$ cat src/rtl/imem_loader.sv
// Instruction memory program loader.
// Packs a byte stream (first byte most significant) into 32-bit instruction words and
// writes them to consecutive word addresses, stalling the CPU until the load finishes.
module imem_loader #(
    parameter int unsigned DEPTH = 1024,
    parameter int unsigned CNT_W = 11
) (
    input  logic             clk_i,
    input  logic             rst_ni,
    input  logic             start_i,
    input  logic [CNT_W-1:0] load_count_i,
    input  logic             abort_i,
    input  logic [7:0]       byte_in_i,
    input  logic             byte_valid_i,
    output logic             byte_ready_o,
    output logic             wr_en_o,
    output logic [31:0]      wr_addr_o,
    output logic [31:0]      wr_data_o,
    output logic             busy_o,
    output logic             hold_cpu_o,
    output logic             done_o,
    output logic             err_o,
    output logic [CNT_W-1:0] words_written_o
);

    localparam logic [1:0] StIdle  = 2'd0;
    localparam logic [1:0] StRecv  = 2'd1;
    localparam logic [1:0] StWrite = 2'd2;
    localparam logic [1:0] StDone  = 2'd3;

    localparam logic [CNT_W-1:0] DepthC = CNT_W'(DEPTH);

    logic [1:0]       state_q, state_d;
    logic [1:0]       byte_cnt_q, byte_cnt_d;
    logic [CNT_W-1:0] word_cnt_q, word_cnt_d;
    logic [CNT_W-1:0] load_cnt_q, load_cnt_d;
    logic [CNT_W-1:0] words_written_q, words_written_d;
    logic [31:0]      shift_q, shift_d;
    logic             err_q, err_d;
    logic [CNT_W-1:0] word_cnt_inc;

    assign word_cnt_inc = word_cnt_q + CNT_W'(1);

    // Next-state logic; abort overrides every state and discards any partial word.
    always_comb begin
        state_d         = state_q;
        byte_cnt_d      = byte_cnt_q;
        word_cnt_d      = word_cnt_q;
        load_cnt_d      = load_cnt_q;
        words_written_d = words_written_q;
        shift_d         = shift_q;
        err_d           = err_q;

        if (abort_i) begin
            state_d    = StIdle;
            byte_cnt_d = 2'd0;
        end else begin
            case (state_q)
                StIdle: begin
                    if (start_i) begin
                        if (load_count_i == '0) begin
                            // Empty load: nothing written, so the last-load count is zero.
                            state_d         = StDone;
                            err_d           = 1'b0;
                            words_written_d = '0;
                        end else if (load_count_i > DepthC) begin
                            // Rejecting here keeps every write address below DEPTH.
                            err_d = 1'b1;
                        end else begin
                            state_d         = StRecv;
                            err_d           = 1'b0;
                            word_cnt_d      = '0;
                            byte_cnt_d      = 2'd0;
                            words_written_d = '0;
                            load_cnt_d      = load_count_i;
                        end
                    end
                end
                StRecv: begin
                    if (byte_valid_i) begin
                        shift_d    = {shift_q[23:0], byte_in_i};
                        byte_cnt_d = byte_cnt_q + 2'd1;
                        if (byte_cnt_q == 2'd3) begin
                            state_d = StWrite;
                        end
                    end
                end
                StWrite: begin
                    word_cnt_d      = word_cnt_inc;
                    words_written_d = words_written_q + CNT_W'(1);
                    state_d         = (word_cnt_inc == load_cnt_q) ? StDone : StRecv;
                end
                StDone: begin
                    state_d = StIdle;
                end
                default: begin
                    state_d = StIdle;
                end
            endcase
        end
    end

    // State and datapath registers with asynchronous clear.
    always_ff @(posedge clk_i or negedge rst_ni) begin
        if (!rst_ni) begin
            state_q         <= StIdle;
            byte_cnt_q      <= 2'd0;
            word_cnt_q      <= '0;
            load_cnt_q      <= '0;
            words_written_q <= '0;
            shift_q         <= '0;
            err_q           <= 1'b0;
        end else begin
            state_q         <= state_d;
            byte_cnt_q      <= byte_cnt_d;
            word_cnt_q      <= word_cnt_d;
            load_cnt_q      <= load_cnt_d;
            words_written_q <= words_written_d;
            shift_q         <= shift_d;
            err_q           <= err_d;
        end
    end

    // Outputs decode from registered state; only the write strobe sees abort directly.
    always_comb begin
        byte_ready_o    = (state_q == StRecv);
        wr_en_o         = (state_q == StWrite) && !abort_i;
        busy_o          = (state_q == StRecv) || (state_q == StWrite);
        hold_cpu_o      = busy_o;
        done_o          = (state_q == StDone);
        err_o           = err_q;
        words_written_o = words_written_q;
        // Address and data come straight from registers, so they hold steady in WRITE.
        wr_addr_o       = 32'(word_cnt_q);
        wr_data_o       = shift_q;
    end

endmodule

$ cat config.mk
export PLATFORM = sky130hd
export DESIGN_NAME = imem_loader
export DESIGN_NICKNAME = d
export VERILOG_FILES = /design/src/rtl/imem_loader.sv
export SDC_FILE = /design/constraint.sdc
export NUM_CORES = 1
export LEC_CHECK = 0
export ABC_AREA = 1
export CORE_ASPECT_RATIO = 1.2
export CORE_MARGIN = 1
export CORE_UTILIZATION = 50
export CTS_CLUSTER_DIAMETER = 150
export CTS_CLUSTER_SIZE = 12
export DETAILED_ROUTE_END_ITERATION = 8
export HOLD_SLACK_MARGIN = 0.12
export PLACE_DENSITY = 0.93
export SYNTH_ARGS = -nofsm -noshare
export SYNTH_HDL_FRONTEND = slang
export SYNTH_SLANG_ARGS = --single-unit
$ cat constraint.sdc
create_clock -name clk_i -period 2.8 [get_ports clk_i]
set_clock_uncertainty 0.1 [all_clocks]
set_input_delay 0.56 -clock clk_i [delete_from_list [all_inputs] [get_ports clk_i]]
set_output_delay 0.56 -clock clk_i [all_outputs]
set_load 0.05 [all_outputs]
### Yosys cells after proc, flatten, opt, wreduce, memory -nomap -nowiden

Cells that the tools add are included.

* bits in registers: 70
* input port bits: 24
* output and inout port bits: 81
* word-level logic and storage cells: 66

* $add $sub $neg: 3
* magnitude comparators: 1
* equal/unequal tests: 15
* multiplexer cells: 23
* bitwise operators: 3
* reduce and logical (&&, ||, !) cells: 14

Operators by type and width (number)
* 11-bit 2-to-1 mux: 5
* 11-bit one-hot mux with 2 select lines: 2
* 2-bit 2-to-1 mux: 12
* 11-bit by 1-bit adder with 11-bit output (second input constant): 2
* 3-bit inequality test (second input constant): 5
* 5-bit AND reduction: 3
* 11-bit == test: 1
* 11-bit > comparator (second input constant): 1
* 11-bit zero test: 1
* 2-bit one-hot mux with 4 select lines: 1
* 4-bit AND reduction: 2
* 2-bit == test (second input constant): 3
* 2-bit inequality test (second input constant): 3
* 3-bit AND reduction: 2
* 4-bit inequality test (second input constant): 1
* 2-bit one-hot mux with 2 select lines: 1
* 3-bit by 2-bit inequality test with 1-bit output (second input constant): 1
* 1-bit NOT: 3
* 3-bit nonzero test: 1
* 2-bit by 1-bit adder with 2-bit output (second input constant): 1
* 2-bit by 1-bit == test with 1-bit output (second input constant): 1
* 2-bit zero test: 1
* 1-bit 2-to-1 mux: 2
* 2-bit nonzero test: 1
* 3 further kinds: 3

### Logic depth before layout (Yosys ltp)

* word-level depth: 6
* gate-level depth with buffers: 13

### Worst setup path after synthesis

No wires, ideal clock.

* path kind: register to register
* from: register state_q[0]
* to: register words_written_q[7] (netlist: words_written_o[7])
* setup time: 0.128 ns
* arrival time: 2.186 ns
* slack: 0.387 ns
* stages on the path, launching flop included: 12
* path through: dfrtp_1 > inv_1 > ha_1 > buf_4 > inv_2 > nor2_1 > nor2_1 > nor2_1 > nand2_2 > inv_2 > buf_2 > o21ai_0

* word-level cells in the longest chain between the ends: 3

RTL lines
* start: declaration: line 33 `logic [1:0] state_q, state_d;`
* start signal: assignment: line 106 `state_q <= StIdle;`
* start signal: assignment: line 114 `state_q <= state_d;`
* 2-bit zero test or 2-bit == test (tied branches): line 58 `case (state_q)`
* 3-bit inequality test (no line), or another cell as far along
* 4-bit AND reduction (no line)
* end signal: assignment: line 118 `words_written_q <= words_written_d;`
* end: declaration: line 37 `logic [CNT_W-1:0] words_written_q, words_written_d;`

Several ways; a longest one is shown, not always the timed one.
A chain may end at the register's enable or synchronous reset.

### Worst setup path in the final report

* from: register state_q[0]
* to: output hold_cpu_o

* word-level cells in the longest chain between the ends: 2

RTL lines
* 2-bit by 1-bit == test with 1-bit output or 2-bit == test (tied branches): line 128 `busy_o = (state_q == StRecv) || (state_q == StWrite);`
* 1-bit logical OR *: line 128
* end: declaration: line 20 `output logic hold_cpu_o,`

Every way passes the cells marked *; elsewhere a longest branch is shown, timed or not.

==> results <==
- In the global route stage, overall resource usage came out at 0.247.
- The area added between synthesis and finish is 27.7%.
- The measured slew at the worst slew-check pin is approximately 810 ps.
- The die is approximately 81 um wide.
- The mapped netlist covers roughly 3800 sq um.
- The first TritonRoute pass finished after 5 iterations.
- The final worst slack is 165 ps.
- Routability-driven placement finished with a final weighted congestion of approximately 0.94.
- Post-CTS repair changed the size of 0 cells.
- The critical path launch point type is a flip-flop.
- For this run, asynchronously set or reset flops after synthesis account for 1.00.
- Counting every instance in the synthesized netlist gives 440.
- For the final routed database, the setup TNS stands at 0 ps.
- The clock root buffer is sky130_fd_sc_hd__clkbuf_8.
- In the routed layout, each cell is associated on average with a via count of 5.24.
- The completed layout was analyzed and its total power is between 5 and 6 mW.
- The data arrival time of the critical path is between 1500 and 2000 ps.
- The count of warnings emitted by yosys is 0.
- The count of hold-fix buffers inserted at cts is 0.
- Once layout is done, the placed cells without fillers occupy 4840 sq um.
- After clock tree synthesis, the clock-pin slew on the worst setup and hold paths is 80 ps.
- For this run, design rule violations remaining after detail routing come to 0.
- The number of diodes added for antenna fixing is 0.
- The register bit total from synthesis is 70.
- The worst-case IR drop observed on VDD is between 0.0009 and 0.001 V.
- The first-iteration detailed-routing DRC count is 144.
- The CTS tree is built.
- The maximum fanout count along the critical path is 4.
- The clock tree synthesis step divided the H-tree into 3 levels.
- The number of port buffers is between 80 and 90.
- The initial antenna violation count is 0.
- The die span in y is just under 100 um.
- The wire length of the first global-routing pass is 15,100 um.
- The count of vias placed by the detailed router is 3,248.
- The leakage power is around 2.2 nW.
- The setup slack at placement is ~180 ps.
- In this run the remaining antenna-violating nets after routing total 0.
- The max-slew violation count came to 0.
- The number of buffers added for setup after CTS is 0.
- The net total in the final layout is ~560.
- The path class of the tightest hold or removal check is in -> async.
- The post-placement cell area is about 4600 sq um.
- The worst slack on hold paths is 144 ps.
- The finished layout holds 620 standard cells, fillers aside.
- The achievable frequency is between 300 and 400 MHz.
- The total congestion overflow after global routing is 0.
- The final standard cell utilization of the core is 0.665.
- In this run the deepest clock path goes through 2 buffers.
- The total die area is 7930 sq um.
- The number of sinks on the clock net is 70.
- The most used flip-flop cell after synthesis is sky130_fd_sc_hd__dfrtp_1.
- After detailed routing, the average wire length per cell comes to 14.4 um.
- The fraction of the yosys area taken by sequential cells is 0.462.
- Setup repair after global routing left no endpoint under its margin.
- Each instance of the synthesized netlist takes up on average about 8.6 sq um.
- The HPWL after detailed placement is around 6600 um.
- The initial core utilization is 0.521.
- The floorplan step defined a core boundary enclosing approximately 7300 sq um.
- The clock network latency to the later pin of the worst-skew pair is around 350 ps.
- Max-cap violations in this run came to 0.
- For this design the top-level I/O count stands at approximately 110.
- The number of endpoints with negative hold slack in the final report is 0.
- The TritonCTS buffer count is 9.
- The final layout contains routed wiring with a total length of 8950 um.
- Entering global routing, the biggest net connects 43 pins.
- In the finished design, the share of the clock period the worst path needs comes to 0.941.
- The run finished with clean final reports.
- The critical path in this run is classified as reg -> out.
- The number of global-route vias before repair was 3,324.
- The required time at the worst-slack endpoint is ~2100 ps.
- The number of flops mapped to enable cells by yosys is 0.
- The relative slew slack is 0.459.
- Counting I/O delays and the setup requirement, the final critical path takes 2630 ps.
- The worst setup path is captured at a primary output.
- Dividing total power by cell area gives a power density of 1050 nW/um^2.
- The number of rows in the core area is 34.
- The number of distinct library cell variants in the gate-level netlist after synthesis is 34.
- The ratio of cells with drive above 1 in the final layout is 0.130.
- The total instance count after detailed placement is roughly 600.
- The final setup violation count is 0.
==> cell usage after synthesis (2+ instances only) <==
| master | instances | area (sq um) |
|---|---|---|
| sky130_fd_sc_hd__nand3_1 | 32 | 160 |
| sky130_fd_sc_hd__nor3_1 | 7 | 35.0 |
| sky130_fd_sc_hd__nand2_1 | 103 | 387 |
| sky130_fd_sc_hd__nand4_1 | 7 | 43.8 |
| sky130_fd_sc_hd__buf_4 | 23 | 173 |
| sky130_fd_sc_hd__mux2_2 | 30 | 338 |
| sky130_fd_sc_hd__o21ai_1 | 7 | 35.0 |
| sky130_fd_sc_hd__inv_1 | 50 | 188 |
| sky130_fd_sc_hd__buf_2 | 6 | 30.0 |
| sky130_fd_sc_hd__dfrtp_1 | 70 | 1750 |
| sky130_fd_sc_hd__or2_2 | 2 | 12.5 |
| sky130_fd_sc_hd__inv_2 | 2 | 7.51 |
| sky130_fd_sc_hd__ha_1 | 7 | 87.6 |
| sky130_fd_sc_hd__a21oi_1 | 3 | 15.0 |
| sky130_fd_sc_hd__nand3_2 | 2 | 20.0 |
| sky130_fd_sc_hd__nand2_2 | 3 | 18.8 |
| sky130_fd_sc_hd__xor2_1 | 6 | 52.6 |
| sky130_fd_sc_hd__nor2_1 | 26 | 97.6 |
| sky130_fd_sc_hd__o21bai_1 | 2 | 15.0 |
| sky130_fd_sc_hd__nor2_4 | 3 | 33.8 |
| sky130_fd_sc_hd__o21bai_2 | 2 | 22.5 |
| sky130_fd_sc_hd__clkbuf_1 | 3 | 11.3 |
| sky130_fd_sc_hd__o21ai_0 | 32 | 160 |
| sky130_fd_sc_hd__nor4_1 | 2 | 12.5 |
==> path summary, 6_finish.rpt <==
kind / from / endpoint / slack (ps) / depth (start not counted)
max: state_q[0] / hold_cpu_o / 170 / 3
min in group clk_i: load_cnt_q[6] / load_cnt_q[6] / 400 / 2
min reg2reg: load_cnt_q[6] / load_cnt_q[6] / 400 / 2
max reg2reg: state_q[0] / words_written_o[0] / 420 / 10
min: rst_ni / word_cnt_q[9] / 140 / 1
max in group asynchronous: rst_ni / wr_data_o[27] / 1800 / 2
==> critical path, stage by stage (launching register included) <==
cell and delay [ps]:
sky130_fd_sc_hd__dfrtp_1 400, sky130_fd_sc_hd__inv_1 100, sky130_fd_sc_hd__ha_1 320, sky130_fd_sc_hd__clkdlybuf4s50_1 820
==> cell families (layout without fill, tap and decap cells) <==
logic type / count (synthesis) / after routing / synth area share
muxes: 30 / 30 / 0.0891
adders and majority gates: 7 / 7 / 0.0231
buffers and inverters: 84 / 154 / 0.108
other: 1 / 21 / 0.000989
and+or+nand+nor: 190 / 190 / 0.223
xor gates and xnor gates: 7 / 7 / 0.0162
DFF: 70 / 70 / 0.462
AOI/OAI and AO/OA: 51 / 51 / 0.0773
==> layer usage <==
layer	global-route usage	routed length, um
met1	0.277	3410
met2	0.421	4700
met3	0.0779	615
met4	0.103	223
met5	0	0
==> flip-flops by register name (all words and copies together) (netlist names) <==
register         cells
byte_cnt_q           2
err_o                1
load_cnt_q          11
state_q              2
word_cnt_q          11
words_written_o     11
wr_data_o           32
==> placed cells by master, fill, tap and decap left out, types with 9 or more instances in the layout <==
master,count
sky130_fd_sc_hd__nand2_1,103
sky130_fd_sc_hd__clkdlybuf4s50_1,81
sky130_fd_sc_hd__dfrtp_1,70
sky130_fd_sc_hd__inv_1,50
sky130_fd_sc_hd__nand3_1,32
sky130_fd_sc_hd__o21ai_0,32
sky130_fd_sc_hd__mux2_2,30
sky130_fd_sc_hd__nor2_1,26
sky130_fd_sc_hd__conb_1,21
sky130_fd_sc_hd__clkbuf_8,9
==> cell type report <==
type                       instances  area, sq um
fill                             561         2440
sequential                        70         1750
multi-input combinational        306         1700
timing repair buffer              86          871
inverter                          52          195
clock buffer                       9          124
tap                               90          113
clock inverter                     7         80.1
==> power by group <==
part	total [mW]	internal, mW	leakage [nW]	switching (mW)
Clock	0.841	0.422	0.0968	0.419
Sequential	1.63	1.35	0.904	0.277
Combinational	2.60	0.879	1.16	1.73
No activity file was read; power rests on OpenSTA's default activity.
